$ cat src/rtl/mux_n_1_arb_if.sv
// mux_n_1_arb_if: channel inputs, select controls and registered output handshake
interface mux_n_1_arb_if #(
  parameter int N = 4,
  parameter int WIDTH = 8,
  parameter int SELW = 2
);
  logic [N*WIDTH-1:0] in_data;
  logic [N-1:0] in_valid;
  logic [N-1:0] in_ready;
  logic mode;
  logic [SELW-1:0] sel;
  logic [WIDTH-1:0] out_data;
  logic [SELW-1:0] out_chan;
  logic out_valid;
  logic out_ready;
  modport master(
    output in_data, in_valid, mode, sel, out_ready,
    input in_ready, out_data, out_chan, out_valid
  );
  modport slave(
    input in_data, in_valid, mode, sel, out_ready,
    output in_ready, out_data, out_chan, out_valid
  );
endinterface

$ cat src/rtl/mux_n_1_arb.sv
// mux_n_1_arb: N:1 mux with fixed-select or round-robin grant into a single output register
module mux_n_1_arb #(
  parameter int N = 4,
  parameter int WIDTH = 8,
  parameter int SELW = 2
) (
  input logic clk,
  input logic rst_n,
  mux_n_1_arb_if.slave bus
);
  logic [SELW-1:0] ptr;
  logic [SELW-1:0] rr_idx;
  logic [SELW-1:0] c;
  logic [SELW-1:0] grant_idx;
  logic sel_valid;
  logic grant_valid;
  logic load;
  logic [WIDTH-1:0] gdata;
  // round-robin search from ptr+1; scanning farthest-first lets the nearest valid channel win
  always_comb begin
    rr_idx = '0;
    c = '0;
    sel_valid = 1'b0;
    for (int k = N; k >= 1; k--) begin
      c = SELW'((int'(ptr) + k) % N);
      if (bus.in_valid[c]) rr_idx = c;
    end
    for (int i = 0; i < N; i++)
      if (bus.sel == SELW'(i)) sel_valid = bus.in_valid[i];
  end
  // grant, load decision and one-hot accept strobe
  always_comb begin
    grant_idx = bus.mode ? rr_idx : bus.sel;
    grant_valid = bus.mode ? |bus.in_valid : sel_valid;
    load = (!bus.out_valid || bus.out_ready) && grant_valid;
    bus.in_ready = (load && rst_n) ? N'(1) << grant_idx : '0;
    gdata = '0;
    for (int i = 0; i < N; i++)
      if (grant_idx == SELW'(i)) gdata = bus.in_data[i*WIDTH +: WIDTH];
  end
  // output register: capture on load, drain when consumed with nothing new, otherwise hold
  always_ff @(posedge clk or negedge rst_n) begin
    if (!rst_n) begin
      bus.out_data <= '0;
      bus.out_chan <= '0;
      bus.out_valid <= 1'b0;
    end else if (load) begin
      bus.out_data <= gdata;
      bus.out_chan <= grant_idx;
      bus.out_valid <= 1'b1;
    end else if (bus.out_ready) begin
      bus.out_valid <= 1'b0;
    end
  end
  // round-robin pointer follows the last grant in arbitration mode only
  always_ff @(posedge clk or negedge rst_n) begin
    if (!rst_n) ptr <= SELW'(N - 1);
    else if (load && bus.mode) ptr <= grant_idx;
  end
endmodule

$ cat src/flat_wrapper.sv
// flat-port wrapper written by rule: the top's interface ports become plain ports
module mux_n_1_arb_flat 
#(
  parameter int N = 4,
  parameter int WIDTH = 8,
  parameter int SELW = 2
)
  (clk, rst_n, bus_in_data, bus_in_valid, bus_mode, bus_sel, bus_out_ready, bus_in_ready, bus_out_data, bus_out_chan, bus_out_valid);
  mux_n_1_arb_if #(.N(N), .WIDTH(WIDTH), .SELW(SELW)) bus_i ();
  input logic clk;
  input logic rst_n;
  input wire logic [$bits(bus_i.in_data)-1:0] bus_in_data;
  input wire logic [$bits(bus_i.in_valid)-1:0] bus_in_valid;
  input wire logic [$bits(bus_i.mode)-1:0] bus_mode;
  input wire logic [$bits(bus_i.sel)-1:0] bus_sel;
  input wire logic [$bits(bus_i.out_ready)-1:0] bus_out_ready;
  output wire logic [$bits(bus_i.in_ready)-1:0] bus_in_ready;
  output wire logic [$bits(bus_i.out_data)-1:0] bus_out_data;
  output wire logic [$bits(bus_i.out_chan)-1:0] bus_out_chan;
  output wire logic [$bits(bus_i.out_valid)-1:0] bus_out_valid;
  assign bus_i.in_data = bus_in_data;
  assign bus_i.in_valid = bus_in_valid;
  assign bus_i.mode = bus_mode;
  assign bus_i.sel = bus_sel;
  assign bus_i.out_ready = bus_out_ready;
  assign bus_in_ready = bus_i.in_ready;
  assign bus_out_data = bus_i.out_data;
  assign bus_out_chan = bus_i.out_chan;
  assign bus_out_valid = bus_i.out_valid;
  mux_n_1_arb #(.N(N), .WIDTH(WIDTH), .SELW(SELW)) u_core (.clk(clk), .rst_n(rst_n), .bus(bus_i));
endmodule
$ cat config.mk
export PLATFORM = sky130hd
export DESIGN_NAME = mux_n_1_arb_flat
export DESIGN_NICKNAME = d
export VERILOG_FILES = /design/src/rtl/mux_n_1_arb_if.sv /design/src/rtl/mux_n_1_arb.sv /design/src/flat_wrapper.sv
export SDC_FILE = /design/constraint.sdc
export NUM_CORES = 1
export LEC_CHECK = 0
export ABC_AREA = 1
export CAP_MARGIN = 20
export CORE_MARGIN = 2
export CORE_UTILIZATION = 40
export CTS_CLUSTER_SIZE = 16
export DETAILED_ROUTE_END_ITERATION = 6
export GPL_ROUTABILITY_DRIVEN = 0
export PLACE_DENSITY = 0.79
export SLEW_MARGIN = 25
export SYNTH_ARGS = -nofsm -noshare
export SYNTH_HDL_FRONTEND = slang
export SYNTH_SLANG_ARGS = --single-unit
$ cat constraint.sdc
create_clock -name clk -period 2.1 [get_ports clk]
set_input_delay 0.21 -clock clk [delete_from_list [all_inputs] [get_ports clk]]
set_output_delay 0.21 -clock clk [all_outputs]
set_load 0.05 [all_outputs]
==> flow_results.org, run 1 <==
** Outcome
- The run finished, with violations left.
- Violations in the final reports :: negative setup slack

** Route
- The detail route stage leaves a number of antenna-violating nets equal to 0.
- In the final routed layout, each cell accounts on average for 12.11 um.
- Detailed-routing iteration count for the pre-antenna-repair pass :: 4
- Count of routing violations after the opening detailed-route iteration :: 30
- Vias per std cell :: around 4.9
- Total wire length after detailed routing :: 3487 um
- Summing over every cut layer, the via total after detailed routing is roughly 1400.
- DRC Markers :: 0

** Place
- The HPWL after detailed placement is around 2600 um.
- The count of buffers added on input and output ports is 56.
- After detailed placement, the total cell area comes to 0.001913 mm2.

** Logic synthesis
- The synthesized design contains 0 enable-type register cells.
- Number of distinct standard cells referenced by the synthesized netlist :: 25
- The synthesized design contains 13 register bits.
- Summing the areas of all xor and xnor instances in the mapped netlist gives 0% of the synthesized area.
- Adder-cell area share of the yosys netlist :: 0%
- In the synthesized netlist the dominant register cell turns out to be sky130_fd_sc_hd__dfrtp_1.
- Share of async-settable or async-resettable flops after synthesis :: 100.0%
- Gate count of the mapped netlist :: 179
- Post-synthesis simple-gate area fraction :: 50.91%
- The biggest area contributor in the post-synthesis netlist is sky130_fd_sc_hd__dfrtp_1.
- Top cells by count, synth :: sky130_fd_sc_hd__nand2_1, sky130_fd_sc_hd__nand3_1, sky130_fd_sc_hd__nor2_1
- The number of nets handed over by synthesis was ~220.
- Complex-gate fraction of the synthesized area :: 9.110%
- Post-Synthesis Cell Area :: about 0.0012 mm2
- Count leader, synth :: sky130_fd_sc_hd__nand2_1
- Multiplexer cells account for 0% of the synthesized area.
- Sequential elements use 28.08% of the synthesized area.
- By area, the combinational part of the netlist is dominated by simple AND/OR/NAND/NOR gates.
- Top area cells in the synthesized netlist :: sky130_fd_sc_hd__dfrtp_1, sky130_fd_sc_hd__nand2_1, sky130_fd_sc_hd__nand3_1, sky130_fd_sc_hd__nand2_2, sky130_fd_sc_hd__nand4_1
- Number of warnings reported in the yosys synthesis log :: 0
- Post-Synthesis Mean Instance Area :: between 6 and 7 um2
- Of the post-synthesis cell area, the dominant cell type holds about a quarter.

** Critical path
- The worst setup path is launched from a flop.
- Cell type of the slowest stage on the worst timing path :: sky130_fd_sc_hd__dfstp_2
- Buffers and inverters on the worst path :: 3
- Critical path data arrival time :: between 2000 and 2500 ps
- Cell Chain, Critical Path :: buf_12 > nand2_1 > nand2_4 > nand2_4 > a21oi_1 > nand2_1 > nand2_2 > nand2_4 > buf_12 > nor3_4 > buf_12
- Data on the critical path is required at its endpoint by 1890 ps.
- The worst setup path is of the flop to output port kind.
- In this run the worst path has a maximum fanout of 5.
- On the worst path, the slowest cell contributes a delay of 570 ps.
- CP top delay family :: simple AND/OR/NAND/NOR gates
- STA classifies the critical path endpoint as an output port.

** Clock network
- At the later pin of the worst-skew pair, clock insertion delay measures 290 ps.
- Clock-pin slew on the worst setup and hold paths :: around 80 ps
- TritonCTS built the clock tree.
- The tree is rooted in a sky130_fd_sc_hd__clkbuf_4.
- H-tree depth :: 1
- TritonCTS buffer count :: 3
- No sink is reached through more buffers than the 2 on the longest clock path.
- Clock tree synthesis found a total of 13 sinks.

** Power
- Combinational logic is responsible for between 70% and 80% of the overall power.
- Internal power contribution :: around 0.0013 W
- Overall power consumption after layout is estimated at 0.002687 W.
- Net switching power :: 0.001373 W
- Of the total power, registers draw roughly 16%.
- In this run the static leakage power is 0.9948 nW.
- In this run the power density over the cells is 1263 mW/mm2.
- Maximum VDD drop :: 0.0009957 V
- The share of total power dissipated in the clock network is under 10%.
- Switching share of power :: 51.10%

** STA
- Setup violations remaining at the end of the flow were counted as 8.
- Setup repair after global routing could not meet its margin everywhere.
- Measured against its own limit, the worst slew margin works out to between 60 and 70%.
- The count of final hold-check violations is 0.
- Clock skew after layout :: 7.410 ps
- Fin crit period :: around 2300 ps
- The number of max-slew violations in the final report is 0.
- Worst Hold Margin :: 258.1 ps
- The final critical path takes up 109.6% of the cycle.
- For the pin with the worst max-slew slack, the measured transition is 512.4 ps.
- Max Fclk :: 434.4 MHz
- Fin worst setup slack :: -201.8 ps

** GRT
- The first global-routing pass estimated 5906 um of wire.
- The number of global-route vias before repair was between 1000 and 1500.
- Maximum number of pins on one net before global-route repair :: 21
- After global routing the overflow that remains totals 0.
- Global routing used between 20 and 25% of the available tracks.
- Antenna violations before repair :: 0

** Layout
- The multi-input combinational cells in the finished layout cover a total of 822.0 um2.
- Nets :: 300
- Post-Route Utilization :: 77.13%
- Fraction of layout instances using a drive strength above 1 :: 30.74%
- Storage element area :: 327.8 um2
- Syn-to-layout area delta :: 82.21%
- Number of antenna diodes :: 0
- Finished layout cell area :: approximately 0.0021 mm2
- The filler cells instantiated in the layout total 201.

** Floorplanning
- Once the floorplan was initialized, standard cells occupied 42.33% of the core.
- Die H :: just under 60 um
- Area of the core region :: 0.002758 mm2
- Number of placed I/O pins :: 57
- Die Outline Area :: 0.003366 mm2
- Number of rows created at floorplan :: 19
- Measured along the x axis, the die boundary spans 58.02 um.

** Worst hold path
- Type of the tightest min-delay check :: input pin to async pin

** Run
- Max-cap violation count :: 0
final cells by class:
type / instances / share of cell area (%)
sequential: 13 / 15.41
tap: 31 / 1.824
clock buffer: 4 / 1.235
timing repair buffer: 82 / 39.18
inverter: 17 / 3.706
multi-input combinational: 141 / 38.65
logic make-up after synthesis:
kind of cell           Yosys count
buffers and inverters           25
AND/OR/NAND/NOR                122
flip-flops                      13
AO/OA/AOI/OAI                   19
flip-flops by register name, summed over array words and instances (netlist names):
| name | flops |
|---|---|
| u_core.ptr | 2 |
| u_core.bus.out_chan | 2 |
| u_core.bus.out_data | 8 |
| u_core.bus.out_valid | 1 |
cells in the final DEF, fill, tap and decap left out, drive strengths merged, types with 2 or more instances in the layout:
| cell | n |
|---|---|
| a21oi | 7 |
| buf | 30 |
| clkbuf | 4 |
| clkdlybuf4s50 | 52 |
| dfrtp | 11 |
| dfstp | 2 |
| inv | 16 |
| nand2 | 68 |
| nand3 | 24 |
| nand4 | 9 |
| nor2 | 18 |
| nor3 | 3 |
| o21ai | 12 |
timing repair:
action,CTS,global route
gates resized for setup,12,14
buffers inserted,8,1
hold buffers,0,0
pin swaps,12,11
gates cloned,0,0
setup endpoints to repair,4,11
per-stage QoR:
step                      setup WS, ps  cells  TNS, ps
after global placement          -14.80    275   -28.66
after CTS                       -185.8    287   -688.5
final                           -201.8    288   -944.4
after global routing            -306.0    288    -2151
after floorplan                 -196.3    179   -392.6
after detailed placement        -71.29    275   -174.0
path summary, 6_finish.rpt:
path,from,slack [ps],cells past startpoint,end
max in group asynchronous,rst_n,1610,2,u_core.ptr[1]
max reg2reg,u_core.ptr[0],-70,17,u_core.bus.out_data[7]
min reg2reg,u_core.bus.out_data[6],480,2,u_core.bus.out_data[6]
max,u_core.ptr[0],-200,11,bus_in_ready[2]
min in group clk,u_core.bus.out_data[6],480,2,u_core.bus.out_data[6]
min,rst_n,260,2,u_core.bus.out_data[3]
per-layer routing:
layer  GRT usage, %  vias to the layer above  share of wire (%)
li1               -                      745                  -
met1          29.43                      630                 45
met2          38.15                       43                 49
met3          3.571                        5                5.1
met4          4.983                        0               0.83
met5              0                        -                  0
power groups by stage:
stage	combinational [W]	clock, W	sequential, W
final	0.00209	0.000162	0.000432
after global routing	0.00225	0.000172	0.000445
after CTS	0.00199	0.000162	0.000429
after detailed placement	0.00174	0	0.000465
after global placement	0.00173	0	0.000462
after floorplan	0.000896	0	0.000758
Note: power is estimated with default switching activity, not from simulation.
==> run 2: changes to the inputs <==
- ABC_CLOCK_PERIOD_IN_PS: not set -> 2100
- CAP_MARGIN: 20 -> 40
- SKIP_LAST_GASP: not set -> 1
==> flow_results.org, run 2 (same netlist as run 1, synthesis figures left out) <==
** Outcome
- Result of the run :: finished with violations
- The checks that failed: negative setup slack.

** GRT
- The total congestion overflow after global routing came to 0 (unchanged).
- Maximum number of pins on one net before global-route repair :: 21 (unchanged)
- The initial antenna violation count was 0 (unchanged).
- Global-route wire length before repair :: 5906 um (unchanged)
- The number of global-route vias before repair is 1352 (unchanged).
- Overall Global Routing Usage :: 22.24% (unchanged)

** Clock network
- Root buf cell :: sky130_fd_sc_hd__clkbuf_4
- The number of buffers inserted by hold repair at cts came to 0 (unchanged).
- The maximum clock path buffer count was 2 (unchanged).
- Clock-pin slew on the worst setup and hold paths :: 80 ps (about the same)
- The clock network latency to the later pin of the worst-skew pair is 290 ps (about the same).
- TritonCTS buffer count :: 3 (unchanged)
- The number of levels in the clock H-tree is 1 (unchanged).
- The count of clock tree sinks was 13 (unchanged).
- TritonCTS built the clock tree.

** Route
- Detailed-routing iteration count for the pre-antenna-repair pass :: 4 (unchanged)
- Via count :: 1432 (+0.63%)
- The detailed-route wire length per cell came to 12.07 um (-0.32%).
- Total wire length after detailed routing :: 3476 um (-0.32%)
- Vias per std cell :: 4.972 (+0.63%)
- Antenna Violating Nets Remaining :: 0 (unchanged)
- The remaining design rule violation count came to 0 (unchanged).
- Count of routing violations after the opening detailed-route iteration :: 30 (unchanged)

** Floorplanning
- Area of the core region :: 0.002758 mm2 (unchanged)
- Die H :: 58.02 um (unchanged)
- The horizontal extent of the die came to 58.02 um (unchanged).
- Number of placed I/O pins :: 57 (unchanged)
- Number of rows created at floorplan :: 19 (unchanged)
- Initial core utilization :: 42.33% (unchanged)
- The floorplan die area is 0.003366 mm2 (unchanged).

** STA
- The worst hold slack across all endpoints came to 256.8 ps (-1.321 ps).
- Ratio of final minimum period to clock period :: 109.6% (about the same)
- Clock skew after layout :: 7.338 ps (-0.07219 ps)
- Number of hold-slack violations in the final timing report :: 0 (unchanged)
- The maximum achievable frequency was 434.5 MHz (about the same).
- Worst rel slew slack :: 65.73% (unchanged)
- The number of max-slew violations in the final report came to 0 (unchanged).
- Total of endpoints with negative setup slack in the final report :: 8 (unchanged)
- Worst Max-Slew Pin Slew :: 512.4 ps (unchanged)
- The worst setup margin came to -201.6 ps (+0.2070 ps).
- Fin crit period :: 2302 ps (-0.2070 ps)
- Setup repair after global routing missed its margin :: true

** Critical path
- The data required time at the worst endpoint was 1890 ps (about the same).
- Kind of end point of the critical path :: output port
- Nature of the critical path startpoint :: flop
- The setup path with the least slack is of type flop to output port.
- Critical path data arrival time :: 2090 ps (about the same)
- Crit Path Max Fanout :: 5 (unchanged)

** Layout
- The area growth from synthesis to layout is 81.99%.
- Nets :: 300 (unchanged)
- Filler instances :: 200 (-0.50%)
- Commonest non-fill, non-tap cells in the layout :: sky130_fd_sc_hd__clkdlybuf4s50_1, sky130_fd_sc_hd__nand2_1, sky130_fd_sc_hd__buf_4
- The post-layout instance area was 0.002125 mm2 (-0.12%).
- Fraction of layout instances using a drive strength above 1 :: 30.35% (-0.39 points)
- Largest registers :: u_core.bus.out_data x8, u_core.bus.out_chan x2, u_core.ptr x2
- Flip-flop count of the largest register, all copies and words added :: 8 (unchanged)
- Counting flops per register, the top entry is u_core.bus.out_data.
- The number of antenna diodes is 0 (unchanged).
- Leaving out fill and tap cells, the most frequent cell in the layout is sky130_fd_sc_hd__clkdlybuf4s50_1.

** Power
- The total leakage power was 0.9945 nW (about the same).
- Total chip power :: 0.002686 W (about the same)
- Maximum VDD drop :: 0.0009963 V (about the same)
- Pwr Density :: 1264 mW/mm2 (about the same)

** Place
- The total of buffers placed on input and output ports was 56 (unchanged).
- The placement-stage cell area is 0.001913 mm2 (unchanged).
- The detailed-placement wirelength estimate was 2597 um (unchanged).

** Worst hold path
- The tightest min-delay check is of the input pin to async pin type.

** Run
- The max capacitance violation total was 0 (unchanged).
run 2: worst max-delay path, cell delays in order, from the launching register on:
cell	delay, ps
sky130_fd_sc_hd__dfstp_2	570
sky130_fd_sc_hd__buf_12	130
sky130_fd_sc_hd__nand2_1	80
sky130_fd_sc_hd__nand2_4	100
sky130_fd_sc_hd__nand2_4	50
sky130_fd_sc_hd__a21oi_1	120
sky130_fd_sc_hd__nand2_1	70
sky130_fd_sc_hd__nand2_2	90
sky130_fd_sc_hd__nand2_4	80
sky130_fd_sc_hd__buf_12	130
sky130_fd_sc_hd__nor3_4	200
sky130_fd_sc_hd__buf_12	160
run 2: where the power goes:
part | internal [W] | leakage, nW | switching [W] | total (W)
registers | 0.000371 | 0.155 | 0.0000611 | 0.000432
logic | 0.000868 | 0.825 | 0.00122 | 0.00209
clock network | 0.0000739 | 0.0150 | 0.0000880 | 0.000162
run 2: final timing paths:
kind                                   startpoint                      to  slack [ps]  cells after the start
min                                         rst_n  u_core.bus.out_data[3]         260                      2
max                                 u_core.ptr[0]         bus_in_ready[2]        -200                     11
min reg2reg                u_core.bus.out_data[6]  u_core.bus.out_data[6]         480                      2
min in group clk           u_core.bus.out_data[6]  u_core.bus.out_data[6]         480                      2
max reg2reg                         u_core.ptr[0]  u_core.bus.out_data[7]         -80                     17
max in group asynchronous                   rst_n           u_core.ptr[1]        1610                      2
run 2: area by class of cell:
| class | instances | area (um2) | share of cell area (%) |
|---|---|---|---|
| Sequential cell | 13 | 327.8 | 15.43 |
| Clock buffer | 4 | 26.28 | 1.237 |
| Timing Repair Buffer | 82 | 833.3 | 39.22 |
| Multi-Input combinational cell | 141 | 819.5 | 38.57 |
| Inverter | 17 | 78.83 | 3.710 |
| Tap cell | 31 | 38.79 | 1.826 |
run 2: metal layers:
metal  wire, um  global-route usage, %  vias to the layer above
met5          0                      0                        -
met4         29                  4.983                        0
met3        195                  3.571                        5
met2       1717                  38.15                       51
met1       1533                  29.43                      631
li1           -                      -                      745
run 2: metrics by stage:
stage	TNS (ps)	util, %	setup WS [ps]	instances
floorplan	-392.6	-	-196.3	179
global placement	-28.66	69.37	-14.80	275
detailed placement	-174.0	69.37	-71.29	275
CTS	-688.5	74.77	-185.8	287
global route	-2166	77.04	-306.0	288
finish	-1016	77.04	-201.6	288
run 2: timing repair:
action                     CTS  global route
setup buffers                8             1
gates resized for setup     12            13
setup endpoints to repair    4            11
pin swaps                   12            11
==> run 3: changes to the inputs <==
- CTS_BUF_LIST: not set -> sky130_fd_sc_hd__clkbuf_16
==> flow_results.org, run 3 (same netlist as run 1, synthesis figures left out) <==
** Outcome
- The run finished, with violations left.
- The final reports fail on negative setup slack.

** STA
- The total negative slack for setup checks came to -1046 ps (-29.40 ps).
- The headroom to the max-slew limit was 65.69% (about the same).
- The part of the cycle the worst path needs came to 109.0% (-0.59 points).
- Fin crit period :: 2289 ps (-12.45 ps)
- Setup repair after global routing missed its margin :: true
- Total of endpoints with negative setup slack in the final report :: 8 (unchanged)
- Clock skew after layout :: 6.012 ps (-1.326 ps)
- The transition at the pin with the smallest max-transition slack is 513.1 ps (+0.6431 ps).
- Number of hold-slack violations in the final timing report :: 0 (unchanged)
- Max-slew violations :: 0 (unchanged)
- The worst setup margin is -189.2 ps (+12.45 ps).
- Max Fclk :: 436.8 MHz (+0.54%)

** Critical path
- The register-to-register setup slack is -90 ps (about the same).
- Worst Path Class, Setup :: flop to output port
- Critical R2R Launch :: u_core.ptr[0]
- On the critical path, the stage with the largest delay is an instance of sky130_fd_sc_hd__dfstp_2.
- Most frequent cell on the critical path :: sky130_fd_sc_hd__nand2_2
- Crit Path Max Fanout :: 5 (unchanged)
- On the critical path the largest part of the delay comes from simple AND/OR/NAND/NOR gates.
- Delay contributed by the slowest stage of the critical path :: 560 ps (about the same)
- Nature of the critical path startpoint :: flop
- The data required time at the worst endpoint was 1890 ps (about the same).
- Buffers and inverters on the worst path :: 3 (unchanged)
- Reg2reg path depth :: 17 (unchanged)
- STA classifies the critical path endpoint as an output port.
- The arrival time reported for the critical path endpoint was 2080 ps (about the same).
- Traced cell by cell, the critical path runs through buf_12 > nand2_1 > o21ai_2 > nand2_2 > nand2_2 > nand2_2 > nand2_2 > nand2_2 > nand3_4 > nand2_4 > buf_12 > nor3_4 > buf_12.
- In this run the critical register-to-register path is captured at u_core.bus.out_data[3].

** Clock network
- Root buf cell :: sky130_fd_sc_hd__clkbuf_16
- Worst-case clock buffer depth :: 2 (unchanged)
- H-tree depth :: 1 (unchanged)
- The clock network latency to the later pin of the worst-skew pair was 240 ps (-50 ps).
- The number of buffers added by the clock tree synthesis step was 3 (unchanged).
- TritonCTS built the clock tree.
- Clock-pin slew on the worst setup and hold paths :: 50 ps (-30 ps)
- The number of buffers inserted by hold repair at cts was 0 (unchanged).
- Clock Sink Count :: 13 (unchanged)

** Floorplanning
- Area of the core region :: 0.002758 mm2 (unchanged)
- Number of rows created at floorplan :: 19 (unchanged)
- The horizontal extent of the die came to 58.02 um (unchanged).
- Initial core utilization :: 42.33% (unchanged)
- The floorplan die area came to 0.003366 mm2 (unchanged).
- Die H :: 58.02 um (unchanged)
- Number of placed I/O pins :: 57 (unchanged)

** Run
- Max-cap violation count :: 0 (unchanged)

** Power
- Internal power contribution :: 0.001530 W (+17%)
- The net switching power was 0.001432 W (+4.3%).
- Clock share of power :: 11.9% (+5.9 points)
- Maximum VDD drop :: 0.001259 V (+26%)
- Pwr Density :: 1347 mW/mm2 (+6.5%)
- The proportion of power drawn by combinational gates came to 73.2% (-4.7 points).
- Switching share of power :: 48.34% (-2.8 points)
- Sequential fraction of design power :: 14.9% (-1.2 points)
- Static leakage :: 1.028 nW (+3.4%)

** GRT
- Grt total ovfl :: 0 (unchanged)
- The number of global-route vias before repair was 1411 (+4.4%).
- The overall global routing resource usage came to 23.73% (+1.5 points).
- Antenna violations before repair :: 0 (unchanged)
- The maximum number of pins on one net before global-route repair came to 21 (unchanged).
- Global-route wire length before repair :: 6313 um (+6.9%)

** Layout
- Largest registers :: u_core.bus.out_data x8, u_core.bus.out_chan x2, u_core.ptr x2
- Flip-flop count of the largest register, all copies and words added :: 8 (unchanged)
- The post-layout net count was 301 (+0.33%).
- Register with the most flip-flops :: u_core.bus.out_data
- Most common cell after layout, fill and taps aside :: sky130_fd_sc_hd__clkdlybuf4s50_1
- In the layout the commonest cells are sky130_fd_sc_hd__clkdlybuf4s50_1, sky130_fd_sc_hd__nand2_1, sky130_fd_sc_hd__buf_4.
- The filler cell count in the final layout came to 186 (-7.0%).
- Number of antenna diodes :: 0 (unchanged)
- Syn-to-layout area delta :: 88.42%
- The proportion of layout cells with a drive suffix above 1 is 31.40% (+1.0 points).
- The end-of-flow core utilization was 79.76% (+2.7 points).

** Route
- The remaining design rule violation count is 0 (unchanged).
- The number of nets with antenna violations after detailed routing came to 0 (unchanged).
- Detailed-routing iteration count for the pre-antenna-repair pass :: 4 (unchanged)
- The detailed-route wire length per cell is 13.51 um (+12%).
- The number of vias after detailed routing was 1486 (+3.8%).
- The post-detailed-route via-to-cell ratio came to 5.142 (+3.4%).
- Count of routing violations after the opening detailed-route iteration :: 26 (-13%)
- The total wirelength of the detailed-routed design came to 3903 um (+12%).

** Place
- Estimated wirelength of the detail-placed design :: 2597 um (unchanged)
- The total of buffers placed on input and output ports is 56 (unchanged).

** Worst hold path
- Type of the tightest min-delay check :: input pin to async pin
==> run 3: power by group through the flow <==
stage          clock network (W)  logic (W)  registers (W)
2_1_floorplan                  0   0.000896       0.000758
3_3_place_gp                   0    0.00173       0.000462
3_5_place_dp                   0    0.00174       0.000465
4_1_cts                 0.000354    0.00197       0.000443
5_1_grt                 0.000365    0.00232       0.000453
6_report                0.000351    0.00217       0.000442
==> run 3: cell type report <==
cell class	count	area, um2	area share [%]
Clock buffer	3	75.07	3.413
Tap cell	31	38.79	1.763
Timing Repair Buffer	83	857.1	38.96
Multi-Input combinational cell	141	818.3	37.20
Sequential cell	13	327.8	14.90
Clock inverter	1	3.754	0.1706
Inverter	17	78.83	3.584
==> run 3: how the worst max path moves through the flow <==
stage | from | endpoint | slack (ps) | depth (start not counted)
2_1_floorplan | u_core.ptr[0] | bus_in_ready[0] | -200 | 14
3_3_place_gp | bus_in_valid[3] | bus_in_ready[0] | -10 | 14
3_5_place_dp | bus_in_valid[3] | bus_in_ready[2] | -70 | 14
4_1_cts | u_core.ptr[0] | bus_in_ready[2] | -130 | 14
5_1_grt | u_core.ptr[0] | bus_in_ready[1] | -280 | 13
6_report | u_core.ptr[0] | bus_in_ready[1] | -190 | 13
==> run 3: routing by layer <==
layer  share of wire [%]  routed length [um]  track usage [%]  vias up
li1                    -                   -                -      740
met1                  42                1637            31.24      666
met2                  50                1936            39.94       65
met3                 5.4                 209            4.018       15
met4                 3.1                 120            6.977        0
met5                   0                   0                0        -
==> run 3: timing repair <==
item	4_1_cts	5_1_grt
endpoints found under the setup margin	4	11
resized for setup	15	12
hold endpoints to repair	0	0
pin swaps	12	9
buffers inserted	8	2
==> run 3: through the flow <==
stage | cell area, um2 | instances | total power [W] | hold WS, ps | setup WS [ps]
after floorplan | 1196 | 179 | 0.001654 | -85.59 | -196.3
after global placement | 1913 | 275 | 0.002192 | 461.6 | -14.80
after detailed placement | 1913 | 275 | 0.002208 | 466.4 | -71.29
after CTS | 2110 | 287 | 0.002770 | 316.9 | -131.6
after global routing | 2200 | 289 | 0.003136 | 357.9 | -280.4
final | 2200 | 289 | 0.002963 | 337.9 | -189.2
==> RTL change: new RTL, settings of run 3 <==
`WIDTH` is set to 8 in 3 places; all go to 10.
--- a/src/rtl/mux_n_1_arb_if.sv
+++ b/src/rtl/mux_n_1_arb_if.sv
@@ -1,7 +1,7 @@
 // mux_n_1_arb_if: channel inputs, select controls and registered output handshake
 interface mux_n_1_arb_if #(
   parameter int N = 4,
-  parameter int WIDTH = 8,
+  parameter int WIDTH = 10,
   parameter int SELW = 2
 );
   logic [N*WIDTH-1:0] in_data;
--- a/src/rtl/mux_n_1_arb.sv
+++ b/src/rtl/mux_n_1_arb.sv
@@ -1,7 +1,7 @@
 // mux_n_1_arb: N:1 mux with fixed-select or round-robin grant into a single output register
 module mux_n_1_arb #(
   parameter int N = 4,
-  parameter int WIDTH = 8,
+  parameter int WIDTH = 10,
   parameter int SELW = 2
 ) (
   input logic clk,
--- a/src/flat_wrapper.sv
+++ b/src/flat_wrapper.sv
@@ -2,7 +2,7 @@
 module mux_n_1_arb_flat 
 #(
   parameter int N = 4,
-  parameter int WIDTH = 8,
+  parameter int WIDTH = 10,
   parameter int SELW = 2
 )
   (clk, rst_n, bus_in_data, bus_in_valid, bus_mode, bus_sel, bus_out_ready, bus_in_ready, bus_out_data, bus_out_chan, bus_out_valid);
Interface: changed (resized bus_in_data and bus_out_data); port bits go from 57 to 67. The function was not compared with the original's and may differ.
==> RTL change against run 3 <==
- the run still ends with negative setup slack left
- final area increased by 22%
- utilization up 1.0 points
- wire length rose by 28%
- clock skew down 0.0055 ns
- power is 17% higher
- sequential cell count is 2 higher
- hold slack improved by 0.039 ns
- worst setup slack worse by 0.071 ns
- area after synthesis grew 17%
- via count increased by 23%
- non-clock buffer count rose by 26
- largest cell class unchanged
==> RTL change: results (changes against run 3) <==
----------------------------------------------------
[Run status]
  Status ... complete, but fails checks
  Violated checks ... negative setup slack

[Logic synthesis]
  Async set or reset register ratio after synthesis ... 100% (unchanged)
  Post-synthesis cell type count ... 27 (+8.0%)
  Number of warnings printed during yosys synthesis ... 0 (unchanged)
  Mapped Nets ... 275 (+24%)
  Largest cells by area after synthesis ... nand2_1 26%, dfrtp_1 24%, inv_1 9.0%, nand3_1 6.9%, o21ai_1 4.0%
  Most used flip-flop cell after synthesis ... dfrtp_1
  Sequential share of the synthesized area ... 27.6% (-0.48 points)
  Top cells by instance count after synthesis ... 93 x nand2_1, 33 x inv_1, 19 x nand3_1

[Detailed routing]
  Routed Wire Length ... 4980 um (+28%)
  Drt initial violations ... 130 (+400%)
  First-pass detailed-route iteration total ... 4 (unchanged)
  Detailed-route via count ... 1,825 (+23%)

[Finish]
  Share of cells above drive strength 1 ... 29.5% (-1.9 points)
  Final antenna diode count ... 0 (unchanged)
  Registers with the most flip-flops ... u_core.bus.out_data: 10 flops, u_core.bus.out_chan: 2 flops, u_core.ptr: 2 flops
  Number of nets in the finished design ... 380 (+26%)
  Layout fillers ... 244 (+31%)

[Pwr]
  Largest vdd supply drop ... 0.571 mV (-55%)
  Static leakage ... 1.37 nW (+33%)

[Clocking]
  Clock tree root driver cell ... clkbuf_16
  Maximum level of the CTS H-tree ... 1 (unchanged)
  Clock Pin Slew Worst Setup and Hold Paths ... 0.05 ns (about the same)
  Worst-Skew Late Latency ... 0.24 ns (about the same)
  Maximum clock insertion buffer count ... 2 (unchanged)
  CTS buffer count ... 3 (unchanged)

[Placed design]
  Final HPWL DP ... 3240 um (+25%)
  Number of input and output port buffers inserted ... 66 (+18%)

[Global route]
  Global-route usage over all layers ... 23.6% (-0.18 points)
  Global-route wire length before repair ... 7470 um (+18%)
  Initial antenna violation count ... 0 (unchanged)
  Largest net degree at the start of global routing ... 16 (-24%)
  Number of global-route vias before repair ... 1,769 (+25%)

[Timing]
  Post-Route Setup TNS ... -1.89 ns (-0.849 ns)
  Worst setup skew after layout ... 0.000530 ns (-0.00548 ns)
  Setup slack after layout ... -0.261 ns (-0.0714 ns)
  Normalized max-slew margin ... 65.5% (-0.14 points)
  Count of final setup violators ... 14 (+6)

[Worst setup path]
  Worst R2R Setup Slack ... -0.15 ns (-0.06 ns)
  Crit Path Max Fanout ... 5 (unchanged)
  Largest incremental delay on the critical path ... 0.56 ns (about the same)
  Data arrival time of the worst path ... 2.15 ns (+0.07 ns)
  Worst-path cell with the longest stage delay ... dfstp_2

[Worst hold path]
  Worst min-delay path class ... in -> async

----------------------------------------------------
[RTL change: cell count changes in the layout (fill, tap and decap cells not counted), sizes merged]
cell | run 3 | this run
nand2 | 68 | 101
clkdlybuf4s50 | 52 | 62
a21oi | 7 | 9
nand4 | 9 | 4
buf | 31 | 47
dfrtp | 11 | 13
inv | 17 | 37
nand3 | 24 | 21
o21ai | 12 | 18
or2 | 0 | 4
nor2 | 18 | 4
[RTL change: where the power goes]
group | internal [mW] | switching [mW]
sequential | 0.430 | 0.0948
clock | 0.254 | 0.113
combinational | 1.10 | 1.48
[RTL change: kinds of logic after synthesis]
| logic type | count (synthesis) | share of synthesized area (%) |
|---|---|---|
| simple gates | 137 | 45.1 |
| buf+inv | 46 | 16.4 |
| compound gates | 27 | 11.0 |
| flops | 15 | 27.6 |
[RTL change: critical path, delay by kind of cell, from the launching register on]
kind                   cells  cell delay [ns]
and+or+nand+nor            9             0.84
buffers and inverters      4             0.48
DFF                        1             0.56
[RTL change: timing repair]
item | 4_1_cts | 5_1_grt
pin swaps | 4 | 10
hold buffers | 0 | 0
setup buffers | 12 | 10
setup endpoints to repair | 4 | 14
resized for setup | 20 | 24
[RTL change: metal layers]
layer  part of all wire, %  track usage [%]
met1                    38             27.5
met2                    51             43.0
met3                   8.3             6.67
met4                   2.4             4.44
met5                     0                0
[RTL change: area by class of cell]
class	instances	area share [%]
clock buffer	3	2.81
clock inverter	1	0.187
inverter	37	5.75
multi-input combinational	164	35.2
sequential	15	14.1
tap	46	2.15
timing repair buffer	109	39.8
[RTL change: final timing paths]
check / start / cells after the start / to
max: u_core.ptr[0]$_DFFE_PN1P_ / 13 / bus_in_ready[1]
min: rst_n / 2 / u_core.bus.out_data[7]$_DFFE_PN0P_
max reg2reg: u_core.ptr[0]$_DFFE_PN1P_ / 18 / u_core.bus.out_data[6]$_DFFE_PN0P_
min reg2reg: u_core.bus.out_data[2]$_DFFE_PN0P_ / 2 / u_core.bus.out_data[2]$_DFFE_PN0P_
max in group asynchronous: rst_n / 2 / u_core.ptr[1]$_DFFE_PN1P_
min in group clk: u_core.bus.out_data[2]$_DFFE_PN0P_ / 2 / u_core.bus.out_data[2]$_DFFE_PN0P_
[RTL change: stage by stage]
step | hold WS [ns] | setup WS [ns] | power (mW) | area, sq um | instances
global placement | 0.464 | -0.120 | 2.46 | 2250 | 349
global route | 0.400 | -0.384 | 3.68 | 2680 | 375
detailed placement | 0.468 | -0.113 | 2.49 | 2250 | 349
finish | 0.377 | -0.261 | 3.47 | 2680 | 375
CTS | 0.371 | -0.164 | 3.13 | 2490 | 365
floorplan | -0.0856 | -0.180 | 1.83 | 1400 | 225
